--- src/rtl/lcd_hex_writer.sv ---
// rtl/lcd_hex_writer.sv - HD44780-style writer: clear, home, N hex digits, space, OK/ER tag.
module lcd_hex_writer #(
  parameter int NIBBLES           = 8,
  parameter int MSB_FIRST         = 1,
  parameter int EN_HIGH_CYCLES    = 12,
  parameter int CHAR_WAIT_CYCLES  = 2500,
  parameter int CLEAR_WAIT_CYCLES = 82000
) (
  input  logic                   i_clk,
  input  logic                   i_rst_n,
  input  logic                   i_start,
  input  logic [4*NIBBLES-1:0]   i_value,
  input  logic                   i_status,
  output logic                   o_busy,
  output logic                   o_done,
  output logic                   o_lcd_rs,
  output logic                   o_lcd_rw,
  output logic                   o_lcd_en,
  output logic [7:0]             o_lcd_data
);

  localparam int LAST_IDX = NIBBLES + 4;
  localparam int MAX_WAIT_A = (CLEAR_WAIT_CYCLES > CHAR_WAIT_CYCLES) ? CLEAR_WAIT_CYCLES : CHAR_WAIT_CYCLES;
  localparam int MAX_WAIT   = (MAX_WAIT_A > EN_HIGH_CYCLES) ? MAX_WAIT_A : EN_HIGH_CYCLES;
  localparam int CW = (MAX_WAIT < 2) ? 1 : $clog2(MAX_WAIT + 1);
  localparam int IW = $clog2(LAST_IDX + 1);

  localparam logic [CW-1:0] EN_LOAD = CW'(EN_HIGH_CYCLES - 1);
  localparam logic [CW-1:0] CLEAR_W = CW'(CLEAR_WAIT_CYCLES);
  localparam logic [CW-1:0] CHAR_W  = CW'(CHAR_WAIT_CYCLES);
  localparam logic [IW-1:0] LAST_I  = IW'(LAST_IDX);

  typedef enum logic [2:0] {
    S_IDLE, S_SETUP, S_PULSE, S_HOLD, S_WAIT, S_DONE
  } state_t;

  state_t               r_state, w_next_state;
  logic [CW-1:0]        r_cnt, w_next_cnt, w_wait_len;
  logic [IW-1:0]        r_idx, w_next_idx;
  logic [4*NIBBLES-1:0] r_value, w_src_value;
  logic                 r_status, w_src_status;
  logic                 w_capture, w_advance;
  logic                 r_busy, r_done, r_rs, r_en;
  logic [7:0]           r_data;

  function automatic logic [7:0] hex_char(input logic [3:0] nib);
    return (nib < 4'd10) ? (8'h30 + {4'h0, nib}) : (8'h37 + {4'h0, nib});
  endfunction

  // Returns {rs, byte} for write slot idx of the fixed write list.
  function automatic logic [8:0] write_entry(input logic [IW-1:0] idx,
                                             input logic [4*NIBBLES-1:0] val,
                                             input logic status);
    int i = int'(idx);
    int k;
    int j;
    logic [8:0] e;
    e = 9'h120;
    if (i == 0) begin
      e = 9'h001;
    end else if (i == 1) begin
      e = 9'h080;
    end else if (i <= NIBBLES + 1) begin
      k = i - 2;
      j = (MSB_FIRST != 0) ? (NIBBLES - 1 - k) : k;
      e = {1'b1, hex_char(val[4*j +: 4])};
    end else if (i == NIBBLES + 2) begin
      e = 9'h120;
    end else if (i == NIBBLES + 3) begin
      e = {1'b1, status ? 8'h45 : 8'h4F};
    end else begin
      e = {1'b1, status ? 8'h52 : 8'h4B};
    end
    return e;
  endfunction

  always_comb begin
    w_next_state = r_state;
    w_next_cnt   = r_cnt;
    w_next_idx   = r_idx;
    w_capture    = 1'b0;
    w_advance    = 1'b0;
    w_wait_len   = (r_idx == '0) ? CLEAR_W : CHAR_W;
    case (r_state)
      S_IDLE: begin
        if (i_start) begin
          w_capture    = 1'b1;
          w_next_idx   = '0;
          w_next_state = S_SETUP;
        end
      end
      S_SETUP: begin
        w_next_state = S_PULSE;
        w_next_cnt   = EN_LOAD;
      end
      S_PULSE: begin
        if (r_cnt == '0) w_next_state = S_HOLD;
        else             w_next_cnt   = r_cnt - 1'b1;
      end
      S_HOLD: begin
        // A zero settle count goes straight to the next write.
        if (w_wait_len == '0) begin
          w_advance = 1'b1;
        end else begin
          w_next_state = S_WAIT;
          w_next_cnt   = w_wait_len - 1'b1;
        end
      end
      S_WAIT: begin
        if (r_cnt == '0) w_advance  = 1'b1;
        else             w_next_cnt = r_cnt - 1'b1;
      end
      S_DONE:  w_next_state = S_IDLE;
      default: w_next_state = S_IDLE;
    endcase
    if (w_advance) begin
      if (r_idx == LAST_I) begin
        w_next_state = S_DONE;
      end else begin
        w_next_idx   = r_idx + 1'b1;
        w_next_state = S_SETUP;
      end
    end
  end

  assign w_src_value  = w_capture ? i_value  : r_value;
  assign w_src_status = w_capture ? i_status : r_status;

  // Outputs are registered from the next state so they line up with it.
  always_ff @(posedge i_clk or negedge i_rst_n) begin
    if (!i_rst_n) begin
      r_state  <= S_IDLE;
      r_cnt    <= '0;
      r_idx    <= '0;
      r_value  <= '0;
      r_status <= 1'b0;
      r_busy   <= 1'b0;
      r_done   <= 1'b0;
      r_rs     <= 1'b0;
      r_en     <= 1'b0;
      r_data   <= 8'h00;
    end else begin
      r_state <= w_next_state;
      r_cnt   <= w_next_cnt;
      r_idx   <= w_next_idx;
      if (w_capture) begin
        r_value  <= i_value;
        r_status <= i_status;
      end
      r_busy <= (w_next_state == S_SETUP) || (w_next_state == S_PULSE) ||
                (w_next_state == S_HOLD)  || (w_next_state == S_WAIT);
      r_done <= (w_next_state == S_DONE);
      r_en   <= (w_next_state == S_PULSE);
      if (w_next_state == S_SETUP) begin
        {r_rs, r_data} <= write_entry(w_next_idx, w_src_value, w_src_status);
      end
    end
  end

  assign o_busy     = r_busy;
  assign o_done     = r_done;
  assign o_lcd_rs   = r_rs;
  assign o_lcd_rw   = 1'b0;
  assign o_lcd_en   = r_en;
  assign o_lcd_data = r_data;

endmodule

--- config.mk ---
export PLATFORM = sky130hd
export DESIGN_NAME = lcd_hex_writer
export DESIGN_NICKNAME = d
export VERILOG_FILES = /design/src/rtl/lcd_hex_writer.sv
export SDC_FILE = /design/constraint.sdc
export NUM_CORES = 1
export LEC_CHECK = 0
export CAP_MARGIN = 25
export CELL_PAD_IN_SITES_DETAIL_PLACEMENT = 1
export CELL_PAD_IN_SITES_GLOBAL_PLACEMENT = 1
export CORE_MARGIN = 3
export CORE_UTILIZATION = 42
export DETAILED_ROUTE_END_ITERATION = 16
export MAX_ROUTING_LAYER = met4
export PLACE_DENSITY = 0.92
export SLEW_MARGIN = 30
export SYNTH_ARGS = -nofsm -noshare
export SYNTH_HDL_FRONTEND = slang
export SYNTH_SLANG_ARGS = --single-unit
--- constraint.sdc ---
create_clock -name i_clk -period 4.2 [get_ports i_clk]
set_input_delay 0.84 -clock i_clk [delete_from_list [all_inputs] [get_ports i_clk]]
set_output_delay 0.84 -clock i_clk [all_outputs]
set_load 0.02 [all_outputs]
**Yosys cells after proc, flatten, opt, wreduce, memory -nomap -nowiden**

Index checks and enable logic that the tools add are counted.

- Add/subtract/negate cells: 7
- Order comparisons: 2
- Equal/unequal tests: 15
- Shift operators: 1
- Mux-type cells: 29
- Reductions and logical operators: 11

Operator list:

| cell | number |
|---|---|
| $mux 17 | 3 |
| $pmux 17 s3 | 1 |
| $logic_not 17->1 | 2 |
| $sub 17x1->17 const B | 2 |
| $mux 32 | 1 |
| $shiftx 32x8->4 | 1 |
| $mux 7 | 3 |
| $mux 4 | 5 |
| $mux 9 | 2 |
| $mux 3 | 5 |
| $pmux 3 s5 | 1 |
| $add 6x4->7 const A | 2 |
| $eq 3x2->1 const B | 4 |
| $eq 4x4->1 const B | 3 |
| $mux 5 | 2 |
| $eq 3x3->1 const B | 3 |
| $logic_not 4->1 | 2 |
| $eq 3x1->1 const B | 2 |
| $sub 4x5->6 const A | 1 |
| $mux 1 | 5 |
| $sub 4x2->5 const B | 1 |
| $add 4x1->4 const B | 1 |
| $eq 4x2->1 const B | 1 |
| $le 4x4->1 const B | 1 |
| other kinds (8) | 11 |

- Register bits after elaboration: 69
- Input bits: 36
- Output and inout bits: 13
- Word-level logic and storage cells: 75

**Depth between registers and ports, before layout**

Gate-level depths: netlist of the first run.

- Depth after elaboration: 14
- Depth in mapped cells: 15
- Depth with buffers taken out: 13

**Worst setup path after synthesis of the first run**

OpenSTA, ideal clock, no wires.

- Path type: input to register
- Start point: input i_start
- End point: register r_data[1], in the netlist o_lcd_data[1]
- Library setup time: 122 ps
- Arrival: 3567 ps
- Required time: 4078 ps
- Slack: 511 ps
- Stages on the path: 13
- Path buffers: 3
- Path through: nor4b_4 > buf_2 > buf_1 > nor3b_1 > inv_1 > ha_1 > buf_1 > a2111oi_0 > a31oi_1 > nand4_4 > o221a_1 > or3_1 > a32o_1

- Word-level cells in the longest chain between the ends: 12
- Elaborated cells on any way between the ends: 30
- Classes of those cells: add/sub: 4; order compare: 2; eq/ne: 4; shift: 1; mux: 18; reduce/logical: 1

RTL lines:

| item | RTL line | RTL |
|---|---|---|
| start: declaration | 11 | `input logic i_start,` |
| $mux 4 * | 86 | `if (i_start) begin` |
| $mux 4 * | 84 | `case (r_state)` |
| $mux 4 | 117 | `if (r_idx == LAST_I) begin` |
| $mux 4 * | 116 | `if (w_advance) begin` |
| net w_next_idx[2] | 39 | `logic [IW-1:0] r_idx, w_next_idx;` |
| $sub 4x2->5 | 64 | `k = i - 2;` |
| $sub 4x5->6 | 65 | `j = (MSB_FIRST != 0) ? (NIBBLES - 1 - k) : k;` |
| $shiftx 32x8->4 | 66 | `e = {1'b1, hex_char(val[4*j +: 4])};` |
| $add 6x4->7 / $lt 4x4->1 (equally long branches) | 47 | `return (nib < 4'd10) ? (8'h30 + {4'h0, nib}) : (8'h37 + {4'h0, nib});` |
| $mux 7 | 47 |  |
| $mux 7 | 63 | `end else if (i <= NIBBLES + 1) begin` |
| $mux 9 | 61 | `end else if (i == 1) begin` |
| $mux 9 * | 59 | `if (i == 0) begin` |
| end signal: assignment | 155 | `{r_rs, r_data} <= write_entry(w_next_idx, w_src_value, w_src_status);` |
| end: declaration | 44 | `logic [7:0] r_data;` |

Mark *: on every way through the listed nets, which the timed path passes. The rest lies on a longest branch.
A chain may end at the register's enable or synchronous reset.

**Final worst setup path of the first run**

- Start point: register r_state[1]
- End point: register r_data[1], in the netlist o_lcd_data[1]

- Word-level cells in the longest chain between the ends: 12
- Elaborated cells on any way between the ends: 36
- Classes of those cells: add/sub: 4; order compare: 2; eq/ne: 8; shift: 1; mux: 19; reduce/logical: 2

RTL lines:

| item | RTL line | RTL |
|---|---|---|
| start: declaration | 37 | `state_t r_state, w_next_state;` |
| start signal: assignment | 143 | `r_state <= w_next_state;` |
| $logic_not 3->1 | 84 |  |
| $mux 4 | 84 |  |
| $mux 4 | 117 |  |
| $mux 4 * | 116 |  |
| net w_next_idx[2] | 39 |  |
| $sub 4x2->5 | 64 |  |
| $sub 4x5->6 | 65 |  |
| $shiftx 32x8->4 | 66 |  |
| $add 6x4->7 / $lt 4x4->1 (equally long branches) | 47 |  |
| $mux 7 | 47 |  |
| $mux 7 | 63 |  |
| $mux 9 | 61 |  |
| $mux 9 * | 59 |  |

Marks and branches as above.

==> flow_summary.ini, run 1 <==
[setup_path]
r2r_cells = 13
path_delay_family = simple AND/OR/NAND/NOR gates
cp_slowest_stage_delay_ns = 0.55
cp.depth = 13
crit_type = reg2reg
crit_chain = nor3b_2 -> nand3_1 -> nor2_1 -> a21oi_1 -> nor3b_1 -> inv_1 -> ha_1 -> a2111oi_0 -> o21ai_0 -> nand3_1 -> nor4_1 -> or3_1 -> a32o_1
rr_endpoint = o_lcd_data[1]
crit_start = r_state[1]
r2r_start = r_state[1]
path_common_cell = nand3_1
critPathBufInv = 1
endpoint = o_lcd_data[1]
cp.required_ns = 4.45
cp.arrival_ns = 4.15
path_max_fanout = 10
r2r_slack_ns = 0.30
crit_path_end_kind = flip-flop
setup.worst_path.start_class = flip-flop
cpMaxStageDelayCell = dfrtp_1

[synthesis]
yosysSeqAreaShare = 0.433
synthCells = 470
ys.flop_type = dfrtp_1
async_flop_share = 1.00
syn_avg_cell_area_sq_um = 8.49
yosysUniqueCellTypes = 64
ys_seq_elements = 69
ys_warn_count = 0
syn_nets = 510
synth_edf_count = 0
syn-cell-area_sq_mm = 0.00399

[detailed_routing]
routed_wl_um = 12100
viasPerCell = 5.81
antenna_left = 0
first_pass_iters = 4
drtIter0Drc = 184
wl_per_cell_um = 18.5
num_vias = 3791
drc = 0

[floorplan]
dieArea_sq_mm = 0.0107
chipHeight_um = 103
start_util = 0.445
dieWidth_um = 103
core_area_sq_mm = 0.00898
io_pins = 49
fp-row-count = 34

[timing]
skew_ns = 0.0164
fin_ws_ns = 0.300
worst-slew-pin-transition_ns = 0.675
hold_viol = 0
tns_ns = 0
min_period_ns = 3.90
setup_violations = 0
finalMaxSlewViolations = 0
min_period_over_period = 0.929
slew_headroom = 0.538
max_freq_mhz = 256
rsz0062_at_grt = false

[pwr]
power_per_cell_area_mw_per_mm2 = 293
switchingPower_mw = 0.339
switching_share = 0.239
p_total_mw = 1.42
leakage_nw = 2.23
power_frac_comb = 0.062
pwr-share-clk = 0.454
max-vdd-ir-drop_mv = 0.141
power_frac_seq = 0.484
internal-power_mw = 1.08

[global_routing]
gr-max-usage-layer = met2
met1_usage = 0.302
overflow = 0
track_usage = 0.241
use_met3 = 0.0349
grt_pass1_vias = 3918
antenna_found_initial = 0
grt_util_met2 = 0.399
grt_pass1_wl_um = 19700
grt_max_degree = 43

[clocking]
clk_pin_slew_worst_paths_ns = 0.09
cts_buffers = 9
cts-resized-gates = 0
cts_sinks = 69
cts_tree = done
cts-root-buf = clkbuf_8
insertion_delay_ns = 0.36
cts_max_level = 3
post_cts_buffers = 0
clock_path_buffers = 2
ctsHoldBuffers = 0

[final_layout]
multiInputGateArea_sq_mm = 0.00207
ff_latch_area_sq_mm = 0.00173
n_antenna_cell = 0
drive_gt1_frac = 0.114
nets = 561
final.fill_count = 1065
final_cells = 652
area_growth_pct = 21.3
utilization = 0.539

[job]
maxCapViolCount = 0

[placement]
place_congestion = 0.851
io_buffers = 47
dpl.cell_count = 636
pre_cts_slack_ns = 0.178
hpwl_um = 8550

[worst_hold_path]
hold_class = reg2reg

[status]
status = finished clean
-- power by group through the flow --
stage	clock network [mW]	registers (mW)	logic [mW]
final	0.645	0.687	0.0886
after global routing	0.687	0.688	0.0973
after CTS	0.653	0.687	0.0897
after detailed placement	0	0.700	0.0882
after global placement	0	0.698	0.0843
after floorplan	0	0.698	0.0306
-- metrics by stage --
step,hold WS (ns),instance area (sq um)
global placement,0.450,4600
detailed placement,0.466,4610
floorplan,0.432,3990
global route,0.511,4840
CTS,0.489,4840
finish,0.484,4840
-- worst min-delay path by stage --
| stage | startpoint | endpoint | slack (ns) | cells past startpoint |
|---|---|---|---|---|
| global placement | r_value[20] | r_value[20] | 0.45 | 2 |
| global route | r_cnt[15] | r_cnt[15] | 0.51 | 1 |
| detailed placement | r_value[12] | r_value[12] | 0.47 | 2 |
| CTS | r_value[0] | r_value[0] | 0.49 | 2 |
| finish | r_value[0] | r_value[0] | 0.48 | 2 |
| floorplan | r_value[3] | r_value[3] | 0.43 | 2 |
-- flip-flops by register name, summed over array words and instances (netlist names) --
| signal | flops |
|---|---|
| r_value | 32 |
| r_cnt | 17 |
| o_lcd_data | 8 |
| r_idx | 4 |
| r_state | 3 |
| o_busy | 1 |
| o_done | 1 |
| o_lcd_en | 1 |
| o_lcd_rs | 1 |
| r_status | 1 |
-- worst register-to-register path, stage by stage (launching register included) --
cell	delay [ns]
dfrtp_1	0.55
nor3b_2	0.34
nand3_1	0.21
nor2_1	0.24
a21oi_1	0.10
nor3b_1	0.30
inv_1	0.15
ha_1	0.36
a2111oi_0	0.36
o21ai_0	0.25
nand3_1	0.22
nor4_1	0.08
or3_1	0.37
a32o_1	0.25
-- layout make-up --
class | count | area share
inverter | 14 | 0.0119
multi-input combinational | 363 | 0.428
timing repair buffer | 64 | 0.122
clock inverter | 6 | 0.0194
tap | 126 | 0.0326
clock buffer | 10 | 0.0284
sequential | 69 | 0.357
-- layout by cell type (no fill, tap or decap), drive strengths merged, types with 5 or more instances in the layout --
master,n
a21oi,19
a22o,9
buf,18
clkbuf,10
clkdlybuf4s50,46
dfrtp,69
inv,16
mux2,6
mux2i,6
nand2,129
nand3,13
nand4,6
nor2,39
nor3,14
nor4,6
o211ai,5
o21ai,36
o22ai,5
o31ai,5
-- cell usage after synthesis (all sizes together) (3+ instances only) --
cell type	n	area [sq um]
nand2	129	499
xnor2	3	26.3
o22a	4	35.0
o21ai	36	184
mux2i	6	60.1
nor4	6	67.6
a21o	3	22.5
a21oi	19	95.1
clkbuf	9	33.8
ha	4	50.1
or3	3	23.8
nor2	39	156
inv	14	57.6
and3	3	18.8
o31ai	5	37.5
a2111oi	3	26.3
buf	15	105
o211ai	5	37.5
nand2b	3	18.8
a22o	9	78.8
o22ai	5	31.3
dfrtp	69	1730
and2	4	25.0
mux2	6	67.6
o221ai	3	26.3
nand3	13	65.1
o21a	4	30.0
nor3	14	81.3
a31oi	4	25.0
nand4	6	52.6
-- kinds of logic after synthesis --
kind of cell | Yosys count | share of synthesized area
AO/OA/AOI/OAI | 111 | 0.185
XOR/XNOR | 3 | 0.00658
adder cells (fa/ha/maj) | 4 | 0.0125
buffers and inverters | 38 | 0.0492
flip-flops | 69 | 0.433
multiplexers | 12 | 0.0320
other | 1 | 0.000940
AND/OR/NAND/NOR | 232 | 0.282
-- layer usage --
layer,part of all wire,vias to the layer above
li1,-,1756
met1,0.44,1924
met3,0.037,16
met2,0.50,95
met4,0.015,0
met5,0,-
No activity file was read; power rests on OpenSTA's default activity.
==> run 2, diff against run 1 <==
--- a/config.mk
+++ b/config.mk
@@ -10,6 +10,7 @@
 export CELL_PAD_IN_SITES_GLOBAL_PLACEMENT = 1
 export CORE_MARGIN = 3
 export CORE_UTILIZATION = 42
+export CTS_CLUSTER_SIZE = 14
 export DETAILED_ROUTE_END_ITERATION = 16
 export MAX_ROUTING_LAYER = met4
 export PLACE_DENSITY = 0.92
==> results of run 2 <==
Same layout as run 1: the final DEF is identical, and so are final timing and power.
